==> config.mk <==
export PLATFORM = sky130hd
export DESIGN_NAME = login_sequencer
export DESIGN_NICKNAME = d
export VERILOG_FILES = /design/src/rtl/login_sequencer.sv
export SDC_FILE = /design/constraint.sdc
export NUM_CORES = 1
export LEC_CHECK = 0
export CAP_MARGIN = 20
export CORE_MARGIN = 8
export CORE_UTILIZATION = 45
export DETAILED_ROUTE_END_ITERATION = 12
export GPL_TIMING_DRIVEN = 0
export PLACE_DENSITY = 0.73
export SLEW_MARGIN = 0
export SYNTH_ARGS = -nofsm -noshare
export SYNTH_HDL_FRONTEND = slang
export SYNTH_SLANG_ARGS = --single-unit
==> constraint.sdc <==
create_clock -name clk -period 3.1 [get_ports clk]
set_clock_uncertainty 0.2 [all_clocks]
set_input_delay 0.93 -clock clk [delete_from_list [all_inputs] [get_ports clk]]
set_output_delay 0.93 -clock clk [all_outputs]
set_load 0.01 [all_outputs]
==> src/rtl/login_sequencer.sv <==
// Login sequencer: captures ID/password from the switches, presents them as tagged words to
// access control, tracks failed attempts and enforces lockout. LOGIN_IDLE_LOGOUT_EN adds inactivity logout.
module login_sequencer #(
   parameter int MAX_ATTEMPTS   = 3,
   parameter int RESP_TIMEOUT   = 16,
   parameter int DENY_HOLD      = 4,
   parameter int LOCKOUT_CYCLES = 32
`ifdef LOGIN_IDLE_LOGOUT_EN
   ,
   parameter int IDLE_LOGOUT_CYCLES = 64
`endif
) (
   input  logic        clk,
   input  logic        rst,
   input  logic [2:0]  buttons,
   input  logic [15:0] switches,
   input  logic        ac_grant,
   input  logic        ac_deny,
   output logic [17:0] ac_data,
   output logic        ac_load,
   output logic        logged_in,
   output logic        locked_out,
   output logic [1:0]  led,
   output logic [3:0]  state_code,
   output logic [3:0]  attempts
);

   typedef enum logic [2:0] {
      S_IDLE      = 3'd0,
      S_SEND_ID   = 3'd1,
      S_PW_ENTRY  = 3'd2,
      S_SEND_PW   = 3'd3,
      S_WAIT_RESP = 3'd4,
      S_DENIED    = 3'd5,
      S_GRANTED   = 3'd6,
      S_LOCKED    = 3'd7
   } state_t;

   localparam logic [15:0] RESP_LAST = 16'(RESP_TIMEOUT - 1);
   localparam logic [15:0] DENY_LAST = 16'(DENY_HOLD - 1);
   localparam logic [15:0] LOCK_LAST = 16'(LOCKOUT_CYCLES - 1);
   localparam logic [3:0]  ATT_MAX   = 4'(MAX_ATTEMPTS);

   logic enter, cancel, logout;
   assign enter  = buttons[0];
   assign cancel = buttons[1];
   assign logout = buttons[2];

   state_t      state_q, state_d;
   logic [15:0] id_q, id_d;
   logic [15:0] pw_q, pw_d;
   logic [15:0] timer_q, timer_d, timer_sat;
   logic [3:0]  attempts_q, attempts_d;
   logic        fail;

   logic [17:0] ac_data_q, ac_data_d;
   logic        ac_load_q, ac_load_d;
   logic        logged_in_q, logged_in_d;
   logic        locked_out_q, locked_out_d;
   logic [1:0]  led_q, led_d;
   logic [3:0]  state_code_q, state_code_d;

`ifdef LOGIN_IDLE_LOGOUT_EN
   localparam logic [15:0] IDLE_LAST = 16'(IDLE_LOGOUT_CYCLES - 1);
   logic [15:0] idle_q, idle_d;
`endif

   assign timer_sat = (timer_q == 16'hFFFF) ? timer_q : timer_q + 16'd1;

   always_comb begin
      state_d    = state_q;
      id_d       = id_q;
      pw_d       = pw_q;
      timer_d    = timer_q;
      attempts_d = attempts_q;
      fail       = 1'b0;
`ifdef LOGIN_IDLE_LOGOUT_EN
      idle_d     = idle_q;
`endif
      case (state_q)
         S_IDLE: begin
            if (enter) begin
               id_d    = switches;
               state_d = S_SEND_ID;
            end
         end
         S_SEND_ID: state_d = S_PW_ENTRY;
         S_PW_ENTRY: begin
            if (cancel) begin
               state_d = S_IDLE;
            end else if (enter) begin
               pw_d    = switches;
               state_d = S_SEND_PW;
            end
         end
         S_SEND_PW: begin
            timer_d = '0;
            state_d = S_WAIT_RESP;
         end
         S_WAIT_RESP: begin
            timer_d = timer_sat;
            if (ac_deny) begin
               fail = 1'b1;
            end else if (ac_grant) begin
               state_d    = S_GRANTED;
               attempts_d = '0;
`ifdef LOGIN_IDLE_LOGOUT_EN
               idle_d     = '0;
`endif
            end else if (timer_q >= RESP_LAST) begin
               fail = 1'b1;
            end
         end
         S_DENIED: begin
            if (timer_q >= DENY_LAST) state_d = S_IDLE;
            else                      timer_d = timer_sat;
         end
         S_GRANTED: begin
            if (logout) begin
               state_d = S_IDLE;
            end
`ifdef LOGIN_IDLE_LOGOUT_EN
            else if (|buttons) begin
               idle_d = '0;
            end else if (idle_q >= IDLE_LAST) begin
               state_d = S_IDLE;
            end else begin
               idle_d = idle_q + 16'd1;
            end
`endif
         end
         S_LOCKED: begin
            if (timer_q >= LOCK_LAST) begin
               state_d    = S_IDLE;
               attempts_d = '0;
            end else begin
               timer_d = timer_sat;
            end
         end
         default: state_d = S_IDLE;
      endcase

      // Failure from deny or timeout: the hold timer for DENIED/LOCKED starts from zero.
      if (fail) begin
         attempts_d = (attempts_q >= ATT_MAX) ? ATT_MAX : attempts_q + 4'd1;
         timer_d    = '0;
         state_d    = (attempts_d >= ATT_MAX) ? S_LOCKED : S_DENIED;
      end

      if (state_d == S_IDLE) begin
         id_d = '0;
         pw_d = '0;
      end
   end

   // Outputs are decoded from the next state so they are registered yet aligned with it.
   always_comb begin
      ac_load_d    = (state_d == S_SEND_ID) || (state_d == S_SEND_PW);
      ac_data_d    = '0;
      if (state_d == S_SEND_ID) ac_data_d = {2'b01, id_d};
      if (state_d == S_SEND_PW) ac_data_d = {2'b10, pw_d};
      logged_in_d  = (state_d == S_GRANTED);
      locked_out_d = (state_d == S_LOCKED);
      led_d        = 2'b00;
      if (state_d == S_DENIED || state_d == S_LOCKED) led_d = 2'b01;
      if (state_d == S_GRANTED)                       led_d = 2'b10;
      state_code_d = {1'b0, state_d};
   end

   always_ff @(posedge clk) begin
      if (rst) begin
         state_q      <= S_IDLE;
         id_q         <= '0;
         pw_q         <= '0;
         timer_q      <= '0;
         attempts_q   <= '0;
         ac_data_q    <= '0;
         ac_load_q    <= 1'b0;
         logged_in_q  <= 1'b0;
         locked_out_q <= 1'b0;
         led_q        <= 2'b00;
         state_code_q <= '0;
`ifdef LOGIN_IDLE_LOGOUT_EN
         idle_q       <= '0;
`endif
      end else begin
         state_q      <= state_d;
         id_q         <= id_d;
         pw_q         <= pw_d;
         timer_q      <= timer_d;
         attempts_q   <= attempts_d;
         ac_data_q    <= ac_data_d;
         ac_load_q    <= ac_load_d;
         logged_in_q  <= logged_in_d;
         locked_out_q <= locked_out_d;
         led_q        <= led_d;
         state_code_q <= state_code_d;
`ifdef LOGIN_IDLE_LOGOUT_EN
         idle_q       <= idle_d;
`endif
      end
   end

   assign ac_data    = ac_data_q;
   assign ac_load    = ac_load_q;
   assign logged_in  = logged_in_q;
   assign locked_out = locked_out_q;
   assign led        = led_q;
   assign state_code = state_code_q;
   assign attempts   = attempts_q;

endmodule
Word-level counts from Yosys, hierarchy flattened
Index checks and enable logic that the tools add are counted.
Storage, ports and cells
  bits in read-only memories: 0
  output and inout port bits: 31
  memories kept: 0
  bits of input ports: 23
  bits in latches: 0
  bits in registers: 79
  word-level logic and storage cells: 85
  memory bits (writable): 0
Operators by class
  order comparisons: 5
  add/sub/neg operators: 2
  div/mod/pow operators: 0
  bitwise logic cells: 0
  equal/unequal tests: 18
  shifts and indexed selects: 0
  mux-type cells: 36
  $mul: 0
  reductions and logical operators: 11
Operators by type and width (count)
  $mux 16: 10
  $pmux 16 s4: 1
  $mux 3: 9
  $pmux 3 s8: 1
  $eq 3x3->1 const B: 7
  $mux 4: 5
  $mux 18: 1
  $mux 17: 1
  $add 16x1->16 const B: 1
  $eq 16x16->1 const B: 1
  $ge 16x2->1 const B: 1
  $ge 16x4->1 const B: 1
  $ge 16x5->1 const B: 1
  $eq 3x2->1 const B: 3
  $ne 3x3->1 const B: 3
  $ge 4x2->1 const B: 2
  $pmux 4 s2: 1
  $eq 3x1->1 const B: 2
  $logic_not 3->1: 2
  $reduce_or 2->1: 3
  $mux 1: 5
  $add 4x1->4 const B: 1
  $mux 2: 2
  $ne 2x2->1 const B: 2
  other kinds (5): 6

Depth between registers and ports, before layout
Gate-level depths: netlist of run 1.
  depth after elaboration: 10
  mapped depth: 9
  mapped depth without buffers: 7

Worst setup path before layout of run 1
OpenSTA, ideal clock, no wires.
  path kind: in2reg
  start: in ac_deny
  end: reg timer_q[15]
  setup slack: 0.582 ns
  arrival: 2.259 ns
  stages: 7
  path buffers: 1
  required time: 2.841 ns
  library setup time: 0.059 ns
  cell sequence: nand2b_1 > nand3_1 > a31oi_4 > or3_1 > buf_2 > or4_1 > nand2_1
On the way
  word-level cells in the longest chain between the ends: 3
RTL lines
  start, declared: line 18  | input logic ac_deny,
  $mux 1: line 102  | if (ac_deny) begin
  $mux 1: line 80  | case (state_q)
  $reduce_or 2->1 (no source line)
  end signal, assigned: line 190  | timer_q <= timer_d;
  end, declared: line 52  | logic [15:0] timer_q, timer_d, timer_sat;
Every way passes these cells.
A chain may end at the register's enable or synchronous reset.

Worst setup path in the final report of run 1
Ends and elaborated chain as after synthesis.

==> results of run 1 <==
==> state kept, by name, summed over array words and instances (netlist names) <==
| register | cells |
|---|---|
| led | 1 |
| logged_in | 1 |
| locked_out | 1 |
| attempts | 4 |
| ac_load | 1 |
| state_code | 3 |
| ac_data | 18 |
| timer_q | 16 |
==> where the power goes <==
part	internal [mW]	switching, mW	total (mW)
combinational	0.0733	0.0567	0.130
sequential	0.594	0.00712	0.601
clock	0.201	0.184	0.385
==> cells in the final DEF, fill, tap and decap left out, types with 3 or more instances in the layout <==
master,Yosys,routed
clkdlybuf4s50_1,0,52
dfxtp_1,45,45
nor2_1,21,21
and2_1,17,17
nand2_1,13,13
xor2_1,12,12
and3_1,11,11
nand3_1,10,10
clkbuf_1,9,9
clkbuf_8,0,7
nand2b_1,6,6
nand4_1,6,6
nor3_1,5,5
a21oi_1,5,5
inv_1,4,4
nor3b_1,4,4
nor2b_1,4,4
buf_4,3,3
a211oi_1,3,3
or4_1,3,3
==> cell families after synthesis <==
| group | count (synthesis) | share of synthesized area, % |
|---|---|---|
| xor gates and xnor gates | 12 | 5.60 |
| adders and majority gates | 2 | 1.33 |
| DFF | 45 | 48.0 |
| buffers and inverters | 18 | 4.33 |
| other | 1 | 0.200 |
| muxes | 2 | 1.07 |
| and+or+nand+nor | 108 | 31.5 |
| AOI/OAI and AO/OA | 20 | 7.99 |
==> worst max-delay path by stage <==
stage                              to  slack (ps)  cells after the start
after floorplan           timer_q[15]         580                      7
after global routing       timer_q[7]         180                      8
after detailed placement  timer_q[15]          20                      8
final                     timer_q[15]         320                      8
after global placement    timer_q[15]          10                      8
after CTS                 timer_q[15]         330                      8
==> worst max-delay path, cell delays in order <==
cell             delay, ps
clkdlybuf4s50_1        450
nand2b_1               160
nand3_1                120
a31oi_4                 70
or3_1                  360
buf_2                  170
or4_1                  500
nand2_1                 70
==> cell type report <==
type	instances	area (µm²)	share of cell area, %
Clock buffer	7	96.3	3.76
Clock inverter	1	5.00	0.195
Sequential cell	45	901	35.2
Inverter	4	15.0	0.586
Buffer	14	66.3	2.59
Tap cell	50	62.6	2.44
Timing Repair Buffer	52	520	20.3
Multi-Input combinational cell	145	896	35.0
==> layer usage <==
layer  GRT usage [%]  part of all wire, %  wire length, µm
met4            5.27                  1.4               59
met3            8.82                   13              562
met5               0                    0                0
met1            15.8                   43             1830
met2            21.7                   42             1790
==> metrics.csv, run 1 <==
metric;value;unit
Ports;54;
drt wl/cell;13.3;µm
fin crit period;2780;ps
largest net degree at the start of global routing;14;
total inserted antenna cells;0;
synth warn;0;
Max Root-Sink Buffers;2;
die extent in y;80.6;µm
Critical Path RT;3140;ps
area leader, netlist;dfxtp_1;
Final Non-Filler Cells;318;
post-cts sizing count;0;
DRT antenna net count;0;
worst-path fanout max;7;
antenna violations before repair;0;
Synth cell types;36;
initial core utilization;47.0;%
cell count of the worst hold path;2;
DR DRC count;0;
# setup viols final;0;
synthesized area;1880;µm²
Hold Path Class;reg -> reg;
register bit total from synthesis;45;
cts bufs inserted;5;
Seq/Total Area, Yosys;48.0;%
Final period util;89.7;%
Commonest cells post-synth;45 x dfxtp_1, 21 x nor2_1, 17 x and2_1;
worst-skew pair later-pin latency;290;ps
Crit. End Element;flop;
startpoint types;input pin;
Worst-path clk slew;80;ps
Area growth syn-to-layout;36.4;%
post-layout worst setup margin;319;ps
HP Start;attempts[1];
CP arrival;2820;ps
root buffer cell;clkbuf_8;
dpl cells;310;
ys flop type;dfxtp_1;
Post-synth EDFFs;0;
vias in the first global route;1641;
dpl cell area;2460;µm²
Placement Setup Slack;17.2;ps
Die Width;80.6;µm
Tightest Pin Transition;544;ps
post-DP HPWL;3.26;mm
CTS tree;built;
fillcell total;351;
I/O Buffers;52;
IR drop worst, VDD;0.000292;V
worst r2r src;timer_q[0];
drt total wl;4.24;mm
FFs w/ async S/R, synth;0;%
Avg Cell Area, Syn;9.03;µm²
hold buffers post-CTS;0;
synth top area cells;dfxtp_1 48%, and2_1 5.7%, xor2_1 5.6%;
row count;23;
Design Power;1.12;mW
layout cell share with drive strength beyond 1;5.60;%
Setup CP Type;in -> reg;
status;complete, no violations;
global-route usage over all layers;14.3;%
Critical Path Source;ac_deny;
RSZ-0062 raised after global routing;false;
core footprint;4000;µm²
Nets;292;
Hold Slack;294;ps
fin area;2560;µm²
Die Area;6500;µm²
RR Endpoint;timer_q[6];
Util after Layout;64.1;%
drt pass-1 iters;4;
first-pass GRT wire length;7.31;mm
post-CTS setup buffers;0;
R2R Setup Slk;530;ps
synthesized instance count;208;
clock sinks;45;
fin. max-slew vios;0;
setup tns final;0;ps
vias;1613;
gpl congestion;0.803;
H-tree depth;2;
GRT Residual Overflow;0;
Net Count, Synth;233;
most common cell in the synthesized netlist;dfxtp_1;
Final Hold Vio Count;0;
reg2reg path depth;9;
Yosys top cell area share;48.0;%
Max-Cap Viols;0;
Slew headroom;63.5;%
Hold EP;attempts[1];
max frequency;0.360;GHz
Pleak;1.00;nW
power per cell area;436;nW/µm²
via/cell ratio;5.07;
1st-iter DRT viols;69;
Power figures use the tool's default switching activity.
==> inputs of run 2 (changes only) <==
Settings changed: MAX_ROUTING_LAYER set to met4.
==> metrics.csv, run 2 (synthesized netlist as in run 1, its figures left out) <==
metric;value;unit
worst-skew pair later-pin latency;290;ps
status;complete, no violations;
post-DP HPWL;3.26;mm
post-layout worst setup margin;321;ps
drt total wl;4.26;mm
core footprint;4000;µm²
vias;1615;
via/cell ratio;5.08;
fin. max-slew vios;0;
IR drop worst, VDD;0.000293;V
reg2reg path depth;9;
RSZ-0062 raised after global routing;false;
Design Power;1.12;mW
Crit. End Element;flop;
CP arrival;2820;ps
Hold Path Class;reg -> reg;
gpl congestion;0.814;
max frequency;0.360;GHz
Ports;54;
Final period util;89.7;%
power per cell area;436;nW/µm²
largest net degree at the start of global routing;14;
Final Hold Vio Count;0;
die extent in y;80.6;µm
drt pass-1 iters;4;
layout cell share with drive strength beyond 1;5.60;%
Worst-path clk slew;90;ps
Area growth syn-to-layout;36.4;%
initial core utilization;47.0;%
global-route usage over all layers;14.7;%
startpoint types;input pin;
most common cell after layout, fill and taps aside;clkdlybuf4s50_1;
cell count of the worst hold path;2;
root buffer cell;clkbuf_8;
I/O Buffers;52;
Largest register FFs;18;
Critical Path RT;3140;ps
row count;23;
clock sinks;45;
cts bufs inserted;5;
Nets;292;
Max-Cap Viols;0;
hold buffers post-CTS;0;
fin crit period;2780;ps
Setup CP Type;in -> reg;
total inserted antenna cells;0;
worst-path fanout max;7;
Pleak;1.00;nW
Die Width;80.6;µm
GRT Residual Overflow;0;
vias in the first global route;1640;
1st-iter DRT viols;69;
DR DRC count;0;
commonest non-fill, non-tap cells in the layout;52 x clkdlybuf4s50_1, 45 x dfxtp_1, 21 x nor2_1;
Final Non-Filler Cells;318;
Die Area;6500;µm²
Slew headroom;63.5;%
Max Root-Sink Buffers;2;
Placement Setup Slack;17.2;ps
# setup viols final;0;
DRT antenna net count;0;
dpl cells;310;
post-cts sizing count;0;
drt wl/cell;13.4;µm
setup tns final;0;ps
post-CTS setup buffers;0;
antenna violations before repair;0;
CTS tree;built;
H-tree depth;2;
Hold Slack;294;ps
first-pass GRT wire length;7.30;mm
Tightest Pin Transition;544;ps
[run 2: layout make-up]
| class | count | area, µm² |
|---|---|---|
| inverter | 4 | 15.0 |
| timing repair buffer | 52 | 520 |
| tap | 50 | 62.6 |
| buffer | 14 | 66.3 |
| clock buffer | 7 | 96.3 |
| multi-input combinational | 145 | 896 |
| fill | 351 | 1440 |
| sequential | 45 | 901 |
| clock inverter | 1 | 5.00 |
[run 2: path summary, 6_finish.rpt]
kind | from | to | slack [ps]
max | ac_deny | timer_q[15] | 320
min | attempts[1] | attempts[1] | 290
max reg2reg | timer_q[0] | timer_q[6] | 520
min reg2reg | attempts[1] | attempts[1] | 290
[run 2: power by group]
group	switching (mW)	internal, mW	total [mW]
combinational	0.0567	0.0733	0.130
clock	0.185	0.201	0.386
sequential	0.00720	0.594	0.601
[run 2: layer usage]
layer / vias to the layer above / share of wire (%) / wire length (µm) / track usage (%)
met3: 2 / 11 / 478 / 8.04
met5: - / 0 / 0 / -
li1: 829 / - / - / -
met1: 736 / 46 / 1940 / 16.3
met2: 48 / 42 / 1810 / 21.7
met4: 0 / 0.73 / 31 / 5.27
[run 2: worst max-delay path, stage by stage]
cell and delay, ps:
clkdlybuf4s50_1 450, nand2b_1 160, nand3_1 120, a31oi_4 70
or3_1 360, buf_2 170, or4_1 490, nand2_1 70
[run 2: per-stage QoR]
step / utilization (%) / cell area [µm²]
2_1_floorplan: - / 1880
5_1_grt: 64.1 / 2560
3_3_place_gp: 61.5 / 2460
4_1_cts: 64.1 / 2560
6_report: 64.1 / 2560
3_5_place_dp: 61.5 / 2460
==> inputs of run 3 (changes only) <==
Settings changed: HOLD_SLACK_MARGIN set to 0.1.
==> results of run 3 <==
No change in the layout: final DEF, timing and power equal those of run 2.
==> patch (settings of run 3) <==
Take the reset off `id_q`, `pw_q` and `ac_data_q` and load them in a clocked block of their own.
--- a/src/rtl/login_sequencer.sv
+++ b/src/rtl/login_sequencer.sv
@@ -170,11 +170,8 @@
    always_ff @(posedge clk) begin
       if (rst) begin
          state_q      <= S_IDLE;
-         id_q         <= '0;
-         pw_q         <= '0;
          timer_q      <= '0;
          attempts_q   <= '0;
-         ac_data_q    <= '0;
          ac_load_q    <= 1'b0;
          logged_in_q  <= 1'b0;
          locked_out_q <= 1'b0;
@@ -185,11 +182,8 @@
 `endif
       end else begin
          state_q      <= state_d;
-         id_q         <= id_d;
-         pw_q         <= pw_d;
          timer_q      <= timer_d;
          attempts_q   <= attempts_d;
-         ac_data_q    <= ac_data_d;
          ac_load_q    <= ac_load_d;
          logged_in_q  <= logged_in_d;
          locked_out_q <= locked_out_d;
@@ -199,6 +193,12 @@
          idle_q       <= idle_d;
 `endif
       end
+   end
+
+   always_ff @(posedge clk) begin
+      id_q      <= id_d;
+      pw_q      <= pw_d;
+      ac_data_q <= ac_data_d;
    end
 
    assign ac_data    = ac_data_q;
Behaviour: not the same (a bounded check fails within 4 cycles, from zero or initial values and one cycle with rst high).
==> patch against run 3 <==
  * Total power grew 9.0%
  * Routed wire length rose by 1.6%
  * Largest cell class is now multi-input combinational cells
  * Combinational power up 26%
  * Area after synthesis increased by 3.2%
  * Critical path depth down 1
  * Sequential cell count did not move
  * Worst setup slack worse by 0.14 ns
  * Critical path type unchanged
  * Final area grew 3.0%
==> patch: results <==
{
  "status": "completed",
  "rows": 24,
  "netlist_top_cells_area": "dfxtp_1, and2_1, nor2_1",
  "drive_gt1_frac": 0.0879,
  "cp_max_fo": 6,
  "hold_slack_ns": 0.286,
  "p_sw_frac": 0.231,
  "p_leak_nw": 0.967,
  "cp_data_arrival_time_ns": 2.97,
  "syn_nets": 238,
  "ff2ff_setup_slack_ns": 0.49,
  "fillCellCount": 361,
  "dp_hpwl_um": 3330,
  "synth_top_cells_by_count": "dfxtp_1, nor2_1, and2_1, nor3_1, nand2_1",
  "min_to": "timer_q[1]",
  "final_cells": 325,
  "ctsHoldBuffers": 0,
  "reg2reg_depth": 8,
  "root_buffer": "clkbuf_8",
  "grt_pass1_wl_um": 7040,
  "setup_slack_ns": 0.182,
  "largest_reg_flops": 18,
  "place.gp.congestion": 0.839,
  "placed_cells": 317,
  "numCtsBuffers": 5,
  "synth_cell_types": 48,
  "seqPwrFrac": 0.502,
  "max-vdd-ir-drop_mv": 0.223,
  "critPathTopFamily": "simple AND/OR/NAND/NOR gates",
  "dp_slack_ns": -0.121,
  "syn_to_final_growth_pct": 36.2,
  "clk_transition_reported_paths_ns": 0.09,
  "worstHoldStart": "timer_q[1]",
  "grt_max_degree": 16,
  "p_comb_mw": 0.164,
  "seq_area_frac_synth": 0.465,
  "p_sw_mw": 0.281,
  "drt-initial-drc-count": 105,
  "synth.avg_cell_area_um2": 9.10,
  "via_count": 1659,
  "wire_per_inst_um": 13.3,
  "grt_usage": 0.138,
  "r2r_end": "timer_q[5]",
  "fin_nets": 297,
  "postPlaceCellArea_mm2": 0.00252,
  "synth_edf_count": 0,
  "grt_pass1_vias": 1543
}
==> patch: per-layer routing <==
metal  vias to the layer above  track usage  wire length, µm
li1                        856            -                -
met1                       751        0.160             1920
met2                        43        0.218             1990
met3                         9       0.0383              316
met4                         0       0.0632               91
met5                         -            -                0
==> patch: kinds of logic (layout without fill, tap and decap cells) <==
logic type / after synthesis / in the layout / share of synthesized area
multiplexers: 1 / 1 / 0.00581
buffers and inverters: 20 / 80 / 0.0445
AO/OA/AOI/OAI: 31 / 31 / 0.128
adder cells (fa/ha/maj): 2 / 2 / 0.0129
XOR/XNOR: 10 / 10 / 0.0452
AND/OR/NAND/NOR: 103 / 103 / 0.297
other: 1 / 1 / 0.00193
flip-flops: 45 / 45 / 0.465
==> patch: layout make-up <==
cell class,instances,area share
Multi-Input combinational cell,148,0.360
Sequential cell,45,0.341
Timing Repair Buffer,52,0.197
Clock buffer,5,0.0261
Tap cell,52,0.0247
Buffer,13,0.0228
Clock inverter,3,0.0175
Inverter,7,0.00996
